File: src/rtl/coder_pos_trigger_if.sv
// Coder front-end bus: raw coder pins and control in, position and trigger status out.
interface coder_pos_trigger_if #(
  parameter int unsigned CNT_W  = 32,
  parameter int unsigned STEP_W = 16,
  parameter int unsigned TCNT_W = 16
);
  logic              coder_a;
  logic              coder_b;
  logic              en;
  logic              clr;
  logic [1:0]        dir_mode;
  logic [STEP_W-1:0] step;
  logic [CNT_W-1:0]  pos;
  logic              dir;
  logic              quad_err;
  logic              trig_pulse;
  logic [TCNT_W-1:0] trig_cnt;

  // Register-file / pin side that drives the block
  modport master (
    output coder_a, coder_b, en, clr, dir_mode, step,
    input  pos, dir, quad_err, trig_pulse, trig_cnt
  );

  // The coder front end itself
  modport slave (
    input  coder_a, coder_b, en, clr, dir_mode, step,
    output pos, dir, quad_err, trig_pulse, trig_cnt
  );
endinterface

File: src/rtl/coder_pos_trigger.sv
// Quadrature coder front end: sync, glitch filter, decode to signed position,
// illegal-transition flag and distance-based trigger pulse generation.
module coder_pos_trigger #(
  parameter int unsigned CNT_W     = 32,
  parameter int unsigned STEP_W    = 16,
  parameter int unsigned FILT_LEN  = 4,
  parameter int unsigned PULSE_LEN = 8,
  parameter int unsigned TCNT_W    = 16
) (
  input  logic               clk_sys,
  input  logic               RESET_N,
  coder_pos_trigger_if.slave bus
);

  localparam int unsigned DIST_W = STEP_W + 1;
  localparam int unsigned FCNT_W = (FILT_LEN > 1) ? $clog2(FILT_LEN) : 1;
  localparam int unsigned WCNT_W = (PULSE_LEN > 1) ? $clog2(PULSE_LEN) : 1;
  localparam logic [FCNT_W-1:0] FILT_LAST  = FCNT_W'(FILT_LEN - 1);
  localparam logic [WCNT_W-1:0] PULSE_LAST = WCNT_W'(PULSE_LEN - 1);

  typedef enum logic {
    ST_IDLE  = 1'b0,
    ST_PULSE = 1'b1
  } pstate_e;

  // Next state in the forward sequence 00->01->11->10->00, as {A,B}
  function automatic logic [1:0] fwd_next(input logic [1:0] s);
    logic [1:0] n;
    case (s)
      2'b00:   n = 2'b01;
      2'b01:   n = 2'b11;
      2'b11:   n = 2'b10;
      default: n = 2'b00;
    endcase
    return n;
  endfunction

  logic [1:0]             sync1_q, sync2_q;
  logic [1:0]             filt_q, filt_d;
  logic [1:0][FCNT_W-1:0] fcnt_q, fcnt_d;
  logic [1:0]             prev_q, prev_d;
  logic                   vld_q, vld_d;
  logic [CNT_W-1:0]       pos_q, pos_d;
  logic                   dir_q, dir_d;
  logic                   qerr_q, qerr_d;
  logic [DIST_W-1:0]      dist_q, dist_d;
  logic [TCNT_W-1:0]      tcnt_q, tcnt_d;
  pstate_e                state_q;
  logic [WCNT_W-1:0]      wcnt_q;
  logic                   pulse_q;

  logic              change_c, fwd_c, rev_c, err_c;
  logic              trig_en_c, dir_ok_c, fire_c;
  logic [DIST_W-1:0] dist_inc_c, step_ext_c;

  // Two-flop synchroniser for both raw phases
  always_ff @(posedge clk_sys or negedge RESET_N) begin
    if (!RESET_N) begin
      sync1_q <= 2'b00;
      sync2_q <= 2'b00;
    end else begin
      sync1_q <= {bus.coder_a, bus.coder_b};
      sync2_q <= sync1_q;
    end
  end

  // Per-phase stability filter: accept a level after FILT_LEN identical samples
  always_comb begin
    filt_d = filt_q;
    fcnt_d = fcnt_q;
    for (int i = 0; i < 2; i++) begin
      if (sync2_q[i] == filt_q[i]) begin
        fcnt_d[i] = '0;
      end else if (fcnt_q[i] == FILT_LAST) begin
        filt_d[i] = sync2_q[i];
        fcnt_d[i] = '0;
      end else begin
        fcnt_d[i] = fcnt_q[i] + FCNT_W'(1);
      end
    end
  end

  // Decode filtered {A,B} against the previous state
  always_comb begin
    change_c = vld_q && (filt_q != prev_q);
    fwd_c    = change_c && (filt_q == fwd_next(prev_q));
    rev_c    = change_c && (prev_q == fwd_next(filt_q));
    err_c    = change_c && !fwd_c && !rev_c;
  end

  // Travel distance with backlash rejection and trigger fire decision
  always_comb begin
    fire_c     = 1'b0;
    dist_d     = dist_q;
    trig_en_c  = bus.en && (bus.dir_mode != 2'b11);
    dir_ok_c   = (bus.dir_mode == 2'b00) ||
                 ((bus.dir_mode == 2'b01) && fwd_c) ||
                 ((bus.dir_mode == 2'b10) && rev_c);
    dist_inc_c = (dist_q == '1) ? dist_q : dist_q + DIST_W'(1);
    step_ext_c = DIST_W'(bus.step);
    if (!trig_en_c) begin
      dist_d = '0;
    end else if (fwd_c || rev_c) begin
      if (dir_ok_c) begin
        // >= so that a pitch lowered below the current distance fires on the next count
        if ((bus.step != '0) && (dist_inc_c >= step_ext_c)) begin
          fire_c = 1'b1;
          dist_d = '0;
        end else begin
          dist_d = dist_inc_c;
        end
      end else if (dist_q != '0) begin
        dist_d = dist_q - DIST_W'(1);
      end
    end
    if (bus.clr) begin
      fire_c = 1'b0;
      dist_d = '0;
    end
  end

  // Position, direction, error flag and trigger counter next state
  always_comb begin
    prev_d = prev_q;
    vld_d  = vld_q;
    pos_d  = pos_q;
    dir_d  = dir_q;
    qerr_d = qerr_q;
    tcnt_d = tcnt_q;
    if (!vld_q) begin
      prev_d = filt_q;
      vld_d  = 1'b1;
    end else if (change_c) begin
      prev_d = filt_q;
    end
    if (fwd_c) begin
      pos_d = pos_q + CNT_W'(1);
      dir_d = 1'b1;
    end else if (rev_c) begin
      pos_d = pos_q - CNT_W'(1);
      dir_d = 1'b0;
    end
    if (err_c) begin
      qerr_d = 1'b1;
    end
    if (fire_c) begin
      tcnt_d = tcnt_q + TCNT_W'(1);
    end
    if (bus.clr) begin
      pos_d  = '0;
      dir_d  = dir_q;
      tcnt_d = '0;
      qerr_d = 1'b0;
      vld_d  = 1'b0;
    end
  end

  // Filter, decode and counter state registers
  always_ff @(posedge clk_sys or negedge RESET_N) begin
    if (!RESET_N) begin
      filt_q <= 2'b00;
      fcnt_q <= '0;
      prev_q <= 2'b00;
      vld_q  <= 1'b0;
      pos_q  <= '0;
      dir_q  <= 1'b0;
      qerr_q <= 1'b0;
      dist_q <= '0;
      tcnt_q <= '0;
    end else begin
      filt_q <= filt_d;
      fcnt_q <= fcnt_d;
      prev_q <= prev_d;
      vld_q  <= vld_d;
      pos_q  <= pos_d;
      dir_q  <= dir_d;
      qerr_q <= qerr_d;
      dist_q <= dist_d;
      tcnt_q <= tcnt_d;
    end
  end

  // Pulse FSM: fixed-width trigger, re-fire while high extends the pulse
  always_ff @(posedge clk_sys or negedge RESET_N) begin
    if (!RESET_N) begin
      state_q <= ST_IDLE;
      wcnt_q  <= '0;
      pulse_q <= 1'b0;
    end else begin
      case (state_q)
        ST_IDLE: begin
          if (fire_c) begin
            state_q <= ST_PULSE;
            wcnt_q  <= PULSE_LAST;
            pulse_q <= 1'b1;
          end
        end
        ST_PULSE: begin
          if (fire_c) begin
            wcnt_q <= PULSE_LAST;
          end else if (wcnt_q == '0) begin
            state_q <= ST_IDLE;
            pulse_q <= 1'b0;
          end else begin
            wcnt_q <= wcnt_q - WCNT_W'(1);
          end
        end
        default: begin
          state_q <= ST_IDLE;
          pulse_q <= 1'b0;
        end
      endcase
    end
  end

  assign bus.pos        = pos_q;
  assign bus.dir        = dir_q;
  assign bus.quad_err   = qerr_q;
  assign bus.trig_pulse = pulse_q;
  assign bus.trig_cnt   = tcnt_q;

endmodule

File: src/flat_wrapper.sv
// flat-port wrapper written by rule: the top's interface ports become plain ports
module coder_pos_trigger_flat 
#(
  parameter int unsigned CNT_W     = 32,
  parameter int unsigned STEP_W    = 16,
  parameter int unsigned FILT_LEN  = 4,
  parameter int unsigned PULSE_LEN = 8,
  parameter int unsigned TCNT_W    = 16
)
  (clk_sys, RESET_N, bus_coder_a, bus_coder_b, bus_en, bus_clr, bus_dir_mode, bus_step, bus_pos, bus_dir, bus_quad_err, bus_trig_pulse, bus_trig_cnt);
  coder_pos_trigger_if #(.CNT_W(CNT_W), .STEP_W(STEP_W), .TCNT_W(TCNT_W)) bus_i ();
  input  logic clk_sys;
  input  logic RESET_N;
  input wire logic [$bits(bus_i.coder_a)-1:0] bus_coder_a;
  input wire logic [$bits(bus_i.coder_b)-1:0] bus_coder_b;
  input wire logic [$bits(bus_i.en)-1:0] bus_en;
  input wire logic [$bits(bus_i.clr)-1:0] bus_clr;
  input wire logic [$bits(bus_i.dir_mode)-1:0] bus_dir_mode;
  input wire logic [$bits(bus_i.step)-1:0] bus_step;
  output wire logic [$bits(bus_i.pos)-1:0] bus_pos;
  output wire logic [$bits(bus_i.dir)-1:0] bus_dir;
  output wire logic [$bits(bus_i.quad_err)-1:0] bus_quad_err;
  output wire logic [$bits(bus_i.trig_pulse)-1:0] bus_trig_pulse;
  output wire logic [$bits(bus_i.trig_cnt)-1:0] bus_trig_cnt;
  assign bus_i.coder_a = bus_coder_a;
  assign bus_i.coder_b = bus_coder_b;
  assign bus_i.en = bus_en;
  assign bus_i.clr = bus_clr;
  assign bus_i.dir_mode = bus_dir_mode;
  assign bus_i.step = bus_step;
  assign bus_pos = bus_i.pos;
  assign bus_dir = bus_i.dir;
  assign bus_quad_err = bus_i.quad_err;
  assign bus_trig_pulse = bus_i.trig_pulse;
  assign bus_trig_cnt = bus_i.trig_cnt;
  coder_pos_trigger #(.CNT_W(CNT_W), .STEP_W(STEP_W), .FILT_LEN(FILT_LEN), .PULSE_LEN(PULSE_LEN), .TCNT_W(TCNT_W)) u_core (.clk_sys(clk_sys), .RESET_N(RESET_N), .bus(bus_i));
endmodule
File: config.mk
export PLATFORM = sky130hd
export DESIGN_NAME = coder_pos_trigger_flat
export DESIGN_NICKNAME = d
export VERILOG_FILES = /design/src/rtl/coder_pos_trigger_if.sv /design/src/rtl/coder_pos_trigger.sv /design/src/flat_wrapper.sv
export SDC_FILE = /design/constraint.sdc
export NUM_CORES = 1
export LEC_CHECK = 0
export ABC_AREA = 0
export BUFFER_PORTS_ARGS = -buffer_cell sky130_fd_sc_hd__clkbuf_2
export CAP_MARGIN = 40
export CORE_ASPECT_RATIO = 0.75
export CORE_MARGIN = 2
export CORE_UTILIZATION = 54
export DETAILED_ROUTE_END_ITERATION = 10
export GPL_ROUTABILITY_DRIVEN = 0
export HOLD_SLACK_MARGIN = 0.1
export PLACE_DENSITY_LB_ADDON = 0.15
export SLEW_MARGIN = 20
export SYNTH_ARGS = -nofsm -noshare
export SYNTH_HDL_FRONTEND = slang
export SYNTH_SLANG_ARGS = --single-unit
File: constraint.sdc
create_clock -name clk_sys -period 4.3 [get_ports clk_sys]
set_clock_uncertainty 0.1 [all_clocks]
set_input_delay 0.43 -clock clk_sys [delete_from_list [all_inputs] [get_ports clk_sys]]
set_output_delay 0.43 -clock clk_sys [all_outputs]
set_load 0.03 [all_outputs]
# Word level (Yosys, flattened, before mapping)
# Index checks and enable logic that the tools add are counted.
# totals
inputBits	24
output_inout_bits	51
reg_bits	85
# classes
n_reduce_logical	30
n_eq_ne	22
addsub	8
bitwise	4
muxes	42
order_cmp	1
# ops
operator	n
$mux 17	7
$mux 32	3
$add 32x1->32 const B	1
$mux 16	2
$sub 32x1->32 const B	1
$add 17x1->17 const B	1
$eq 17x17->1 const B	1
$ge 17x16->1	1
$reduce_bool 17->1	1
$sub 17x1->17 const B	1
$add 16x1->16 const B	1
$mux 1	16
$reduce_bool 16->1	1
$mux 2	6
$pmux 2 s3	2
$eq 2x2->1 const B	5
$reduce_and 2->1	5
$logic_and 1x1->1	9
$mux 3	3
$ne 2x2->1 const B	4
$eq 2x1->1 const B	3
$logic_not 2->1	3
$ne 3x3->1 const B	2
$pmux 3 s2	1
other kinds (15)	27

# Depth between registers and ports, before layout
# Gate-level depths: netlist of run 1.
# depth
ltp_word	13
ltp_mapped	18
depth_no_buf	17

# Worst setup path before layout of run 1
# Ideal clock, no wire load.
# synth_timing
path_type	register to register
from	register u_core.dist_q[4]
to	register u_core.tcnt_q[14], in the netlist u_core.bus.trig_cnt[14]
arrival_ps	3820
setup_slack_ps	249
stages_incl_launch_ff	17
t_required_ps	4068
setup_ps	132
cell_sequence	dfrtp_1 > clkbuf_1 > and3_1 > and3_1 > nand4_1 > nand4_1 > or3_1 > xnor2_1 > ha_1 > nand4_1 > or2_2 > o221ai_1 > a41oi_1 > clkbuf_1 > nor4b_1 > xnor2_1 > nor2_1
# synth_between
elab_chain_len	10
# synth_rtl
element	line_no	rtl
start: declaration	coder_pos_trigger.sv:46	logic [DIST_W-1:0] dist_q, dist_d;
start signal: assignment	coder_pos_trigger.sv:178	dist_q <= dist_d;
$add 17x1->17 / $eq 17x17->1 (equally long branches)	coder_pos_trigger.sv:99	dist_inc_c = (dist_q == '1) ? dist_q : dist_q + DIST_W'(1);
$mux 17 *	coder_pos_trigger.sv:99	
$ge 17x16->1 *	coder_pos_trigger.sv:106	if ((bus.step != '0) && (dist_inc_c >= step_ext_c)) begin
$logic_and 1x1->1 *	coder_pos_trigger.sv:106	
$mux 1 *	coder_pos_trigger.sv:106	
$mux 1 *	coder_pos_trigger.sv:104	if (dir_ok_c) begin
$mux 1 *	coder_pos_trigger.sv:103	end else if (fwd_c || rev_c) begin
$mux 1 *	coder_pos_trigger.sv:101	if (!trig_en_c) begin
$mux 1 *	coder_pos_trigger.sv:116	if (bus.clr) begin
$reduce_bool 2->1 (no source line) *	--	
end signal: assignment	coder_pos_trigger.sv:179	tcnt_q <= tcnt_d;
end: declaration	coder_pos_trigger.sv:47	logic [TCNT_W-1:0] tcnt_q, tcnt_d;
# Every way passes the cells marked *; elsewhere a longest branch is shown, timed or not.
# A chain may end at the register's enable or synchronous reset.

# Final worst setup path of run 1
# layout_timing
from	register u_core.dist_q[5]
to	register u_core.dist_q[6]
# layout_between
elab_chain_len	9
# layout_rtl
element	line_no
$add 17x1->17 / $eq 17x17->1 (equally long branches)	coder_pos_trigger.sv:99
$mux 17	coder_pos_trigger.sv:99
$ge 17x16->1	coder_pos_trigger.sv:106
$logic_and 1x1->1	coder_pos_trigger.sv:106
$mux 17	coder_pos_trigger.sv:106
$mux 17	coder_pos_trigger.sv:104
$mux 17	coder_pos_trigger.sv:103
$mux 17	coder_pos_trigger.sv:101
$mux 17	coder_pos_trigger.sv:116
# Parallel ways exist; a longest one is shown, timed or not. The select of a mux whose other input is x is not followed.

==> results of run 1 <==
-- worst max-delay path by stage --
stage	endpoint	slack [ps]	cells past startpoint
2_1_floorplan	u_core.bus.trig_cnt[14]	250	16
3_3_place_gp	u_core.dist_q[1]	270	15
3_5_place_dp	u_core.dist_q[1]	180	15
4_1_cts	u_core.dist_q[1]	140	15
5_1_grt	u_core.dist_q[1]	-20	17
6_report	u_core.dist_q[6]	200	17
-- per-stage QoR --
stage | worst slack, ps | hold slack, ps | util | instances | instance area (µm²)
6_report | 204 | 254 | 0.636 | 996 | 7350
5_1_grt | -19.9 | 267 | 0.636 | 996 | 7350
4_1_cts | 143 | 258 | 0.631 | 993 | 7300
3_5_place_dp | 178 | 235 | 0.600 | 974 | 6940
3_3_place_gp | 268 | 236 | 0.600 | 974 | 6940
2_1_floorplan | 249 | 34.4 | - | 757 | 6400
-- power groups by stage --
stage	clock [mW]	combinational, mW	sequential (mW)
2_1_floorplan	0	2.70	1.22
3_3_place_gp	0	3.49	1.13
3_5_place_dp	0	3.59	1.14
4_1_cts	0.874	3.63	1.13
5_1_grt	0.910	4.10	1.15
6_report	0.857	3.68	1.13
-- cell families after synthesis --
group                    synth area share
flip-flops                          0.333
multiplexers                      0.00704
adder cells (fa/ha/maj)             0.109
AND/OR/NAND/NOR                     0.230
XOR/XNOR                           0.0726
buffers and inverters              0.0419
AO/OA/AOI/OAI                       0.207
-- layer usage --
layer | vias to the layer above | part of all wire
met2 | 199 | 0.44
met1 | 2846 | 0.48
met4 | 0 | 0.0075
met5 | - | 0
li1 | 2920 | -
met3 | 14 | 0.071
-- layout make-up --
cell class | instances | share of cell area
clock buffer | 10 | 0.0325
clock inverter | 6 | 0.0128
inverter | 29 | 0.0148
multi-input combinational | 607 | 0.548
sequential | 85 | 0.289
tap | 162 | 0.0276
timing repair buffer | 97 | 0.0752
-- registers in the layout, indices dropped and copies added, names as in the netlist, 2 cells and up --
signal and flops:
u_core.bus.pos 32, u_core.dist_q 17, u_core.bus.trig_cnt 16, u_core.fcnt_q 4, u_core.wcnt_q 3, u_core.filt_q 2
u_core.prev_q 2, u_core.sync1_q 2, u_core.sync2_q 2
-- placed cells by master, fill, tap and decap left out, types with 8 or more instances in the layout --
cell,instances
nand2_1,82
nor4_1,11
o21ai_0,35
xnor2_1,39
a31oi_1,16
and2_1,8
nand2b_1,9
and3_1,14
clkbuf_2,73
clkbuf_16,9
nand3_1,36
nor3_1,16
or2_2,8
nor2_1,48
nand4_1,12
a21oi_1,64
ha_1,54
or3_1,9
a21o_1,20
xor2_1,14
a211oi_1,9
buf_4,20
inv_1,29
dfrtp_1,85
-- critical path, cell delays in order (launching register included) --
cell	delay, ps
dfrtp_1	460
and3_1	210
and3_1	230
nand4_1	120
nand4_1	270
buf_4	250
nor2_1	140
nand3_1	110
xnor2_1	160
ha_1	300
nand4_1	140
or2_2	300
o221ai_1	200
a41oi_1	170
nor2_1	200
nor3_2	60
buf_4	180
a221o_1	350
-- what timing repair did --
| action | in CTS | in global routing |
|---|---|---|
| gates resized for setup | 0 | 7 |
| endpoints found under the hold margin | 55 | 0 |
| hold buffers | 3 | 0 |
| setup buffers | 0 | 2 |
| setup endpoints to repair | 0 | 28 |
==> metrics.txt, run 1 <==
insertion delay to the later sink of the worst-skew pair 330 ps; Sw Share 0.479; multi-input logic area 0.00403 mm²; Max Cap Violations 0; min Tclk post-route 4100 ps; post-detail-place hpwl 12.1 mm; setup TNS 0 ps; detailed-router iteration count before antenna repair 5; die span in x 130 µm; worst path arrival time 4210 ps; clk buf depth 2; initial drt markers 481; hold path start u_core.sync1_q[0]; Seq pwr share 0.200; total track usage 0.263; leading area contributor after synthesis dfrtp_1; vias per cell 6.00; reg2reg setup slack 200 ps; layout cells sized above 1 0.164; Setup crit start kind register; Worst slew margin 0.533; busiest grt layer met2; met1 GRT Util 0.393; Reg area 0.00213 mm²; beginning of the critical path u_core.dist_q[5]; M2 GR Usage 0.398; initial antenna violation count 0; period utilization 0.952; number of H-tree levels 3; Post-Syn Area 0.00640 mm²; post-synth cell types 71; mean area per synthesized cell 8.45 µm²; Final Hold Fails 0; TritonCTS buffer count 9; die height 98.3 µm; reg2reg start u_core.dist_q[5]; worst IR drop on VDD 0.380 mV; flops & latches, synth 85; Yosys top cell area share 0.333; pwr/cell area 771 mW/mm²; CTS tree yes; Hold Crit Endpoint u_core.sync2_q[0]; Clock transition at path regs 70 ps; Final ANT Viol Nets 0; Initial Util 0.553; status completed; Core Region 0.0116 mm²; TritonCTS Sinks 85; Post-route DRC 0; FF-to-FF path depth 17; Crit Path Class register to register; Vias 5,979; sw power 2.72 mW; Worst setup EP type register; Clk pwr share 0.151; list of most frequent post-synthesis cells 85 x dfrtp_1, 82 x nand2_1, 64 x a21oi_1; FFs w/ async S/R, synth 1.00; wire length per cell 16.4 µm; Internal 2.95 mW; Pins Over Slew Limit 0; largest cells by area after synthesis dfrtp_1 33%, ha_1 11%, xnor2_1 5.3%; Post-synth top flop dfrtp_1; cell with the most instances after synthesis dfrtp_1; Critical Path RT 4410 ps; RR Endpoint u_core.dist_q[6]; fmax 244 MHz; Design Power 5.67 mW; Hold WC Path Type register to register; I/O Pins 75; Synthesized Nets 836; Site Rows 34; Fill cells 1,007; largest net degree at the start of global routing 55; GR met3 Demand/Resource 0.0526; Seq/Total Area, Yosys 0.333; first-pass GRT wire length 27.3 mm; number of global-route vias before repair 5,669; die area 0.0127 mm²; Layout area overhead 15.0%; EDFF count, synth 0; drt total wl 16.3 mm; hold depth 0; Logic pwr share 0.649; IO buf count 74; warnings from Yosys 0; Final setup viols 0; nets 908; GR Overflow Total 0; Pleak 3.55 nW; Worst-Margin Slew 700 ps; Root Buffer clkbuf_16; critical path peak fanout 9; n_diodes 0; Mapped Cells 757
Power figures use the tool's default switching activity.
==> run 2, diff against run 1 <==
--- a/config.mk
+++ b/config.mk
@@ -10,10 +10,10 @@
 export CAP_MARGIN = 40
 export CORE_ASPECT_RATIO = 0.75
 export CORE_MARGIN = 2
-export CORE_UTILIZATION = 54
+export CORE_UTILIZATION = 55
+export CTS_BUF_LIST = sky130_fd_sc_hd__clkbuf_8
 export DETAILED_ROUTE_END_ITERATION = 10
 export GPL_ROUTABILITY_DRIVEN = 0
-export HOLD_SLACK_MARGIN = 0.1
 export PLACE_DENSITY_LB_ADDON = 0.15
 export SLEW_MARGIN = 20
 export SYNTH_ARGS = -nofsm -noshare
==> metrics.txt, run 2 (same netlist as run 1, synthesis figures left out) <==
nets 909 (was 908); M2 GR Usage 0.409 (was 0.398); insertion delay to the later sink of the worst-skew pair 360 ps (was 330 ps); TritonCTS Sinks 85 (unchanged); detailed-router iteration count before antenna repair 5 (unchanged); die span in x 129 µm (was 130 µm); Pins Over Slew Limit 0 (unchanged); Vias 6,039 (was 5,979); fin worst setup slack 266 ps (was 204 ps); drt total wl 16.7 mm (was 16.3 mm); Layout area overhead 13.3% (was 15.0%); busiest grt layer met1 (was met2); Final Hold Fails 0 (unchanged); pwr/cell area 756 mW/mm² (was 771 mW/mm²); Site Rows 34 (unchanged); hold depth 1 (was 0); Max Cap Violations 0 (unchanged); IO buf count 74 (unchanged); initial drt markers 526 (was 481); Final setup viols 0 (unchanged); Fill cells 1,011 (was 1,007); Hold WC Path Type input pin to register (was register to register); initial antenna violation count 0 (unchanged); Design Power 5.48 mW (was 5.67 mW); largest net degree at the start of global routing 45 (was 55); fmax 248 MHz (was 244 MHz); Final Non-Filler Cells 980 (was 996); worst path arrival time 4180 ps (was 4210 ps); layout cells sized above 1 0.171 (was 0.164); pre-CTS setup slack 137 ps (was 178 ps); Finished Cell Area 0.00725 mm² (was 0.00735 mm²); Setup crit start kind register (unchanged); period utilization 0.938 (was 0.952); reg2reg setup slack 270 ps (was 200 ps); status completed (unchanged); wire length per cell 17.1 µm (was 16.4 µm); GR met3 Demand/Resource 0.0474 (was 0.0526); Crit Path Class register to register (unchanged); Final ANT Viol Nets 0 (unchanged); first-pass GRT wire length 27.6 mm (was 27.3 mm); I/O Pins 75 (unchanged); number of H-tree levels 3 (unchanged); Worst slew margin 0.416 (was 0.533); post-detail-place hpwl 12.4 mm (was 12.1 mm); DP Area 0.00694 mm² (unchanged); Core Region 0.0115 mm² (was 0.0116 mm²); met1 GRT Util 0.409 (was 0.393); Pleak 3.51 nW (was 3.55 nW); min Tclk post-route 4030 ps (was 4100 ps); reg2reg start u_core.dist_q[1] (was u_core.dist_q[5]); FF-to-FF path depth 18 (was 17); Root Buffer clkbuf_8 (was clkbuf_16); most common cell after layout, fill and taps aside dfrtp_1 (unchanged); Hold Crit Endpoint u_core.sync1_q[1] (was u_core.sync2_q[0]); Clock transition at path regs 90 ps (was 70 ps); total track usage 0.272 (was 0.263); number of global-route vias before repair 5,596 (was 5,669); vias per cell 6.16 (was 6.00); most frequent cells in the layout 84 x dfrtp_1, 82 x nand2_1, 73 x clkbuf_2 (was 85 x dfrtp_1, 82 x nand2_1, 73 x clkbuf_2); Initial Util 0.557 (was 0.553); hold path start bus_coder_a (was u_core.sync1_q[0]); Worst-Margin Slew 870 ps (was 700 ps); Critical Path RT 4440 ps (was 4410 ps); worst IR drop on VDD 0.394 mV (was 0.380 mV); Placed Instances 959 (was 974); RR Endpoint u_core.dist_q[15] (was u_core.dist_q[6]); Worst setup EP type register (unchanged); TritonCTS buffer count 9 (unchanged); CTS tree yes (unchanged); GR Overflow Total 0 (unchanged); die height 97.4 µm (was 98.3 µm); number of flip-flops in the largest register 32 (unchanged); critical path peak fanout 9 (unchanged); die area 0.0125 mm² (was 0.0127 mm²); clk buf depth 2 (unchanged); Post-route DRC 0 (unchanged)
-- run 2: per-layer routing --
| layer | up-vias | part of all wire | routed length (µm) |
|---|---|---|---|
| li1 | 2906 | - | - |
| met1 | 2875 | 0.48 | 8080 |
| met2 | 234 | 0.43 | 7180 |
| met3 | 24 | 0.074 | 1240 |
| met4 | 0 | 0.014 | 227 |
| met5 | - | 0 | 0 |
-- run 2: metrics by stage --
stage | setup TNS (ps) | hold WS [ps] | utilization
2_1_floorplan | 0 | 34.4 | -
3_3_place_gp | 0 | 239 | 0.604
3_5_place_dp | 0 | 242 | 0.604
4_1_cts | 0 | 53.0 | 0.625
5_1_grt | -0.858 | 48.4 | 0.631
6_report | 0 | 69.1 | 0.631
-- run 2: what timing repair did --
| item | in CTS | in global routing |
|---|---|---|
| endpoints found under the setup margin | 0 | 19 |
| endpoints found under the hold margin | 43 | 0 |
| hold buffers | 1 | 0 |
| buffers inserted | 0 | 3 |
| gates resized for setup | 0 | 10 |
-- run 2: how the worst max path moves through the flow --
stage / slack [ps] / end / cells past startpoint / start
2_1_floorplan: 250 / u_core.bus.trig_cnt[14] / 16 / u_core.dist_q[4]
3_3_place_gp: 330 / u_core.dist_q[15] / 16 / u_core.dist_q[1]
3_5_place_dp: 140 / u_core.dist_q[15] / 16 / u_core.dist_q[1]
4_1_cts: 140 / u_core.dist_q[15] / 16 / u_core.dist_q[1]
5_1_grt: -0.9 / u_core.bus.trig_cnt[13] / 17 / u_core.dist_q[1]
6_report: 270 / u_core.dist_q[15] / 18 / u_core.dist_q[1]
-- run 2: cell type report --
type / count / area, µm² / area share
diodes: 1 / 2.50 / 0.000345
clock buffers: 11 / 151 / 0.0209
clock inverters: 5 / 81.3 / 0.0112
inverters: 29 / 109 / 0.0150
multi-input cells: 607 / 4040 / 0.557
flip-flops and latches: 85 / 2130 / 0.294
well taps: 144 / 180 / 0.0249
repair buffers: 98 / 556 / 0.0766
-- run 2: report_power, final --
| group | internal, mW | switching [mW] |
|---|---|---|
| clock network | 0.360 | 0.305 |
| logic | 1.46 | 2.24 |
| registers | 0.965 | 0.152 |
| total | 2.78 | 2.70 |
-- run 2: critical path, stage by stage (launching register included) --
cell and delay [ps]:
dfrtp_2 450, ha_1 260, nand3_1 110, nor2_1 60
nand4_1 110, buf_4 170, nand3_1 130, nor2_2 190
nand3_1 110, xnor2_1 170, ha_1 310, nand4_1 160
or2_2 340, o221ai_2 190, a41oi_2 230, nor2_2 210
nor3_2 70, buf_4 180, a221o_1 360
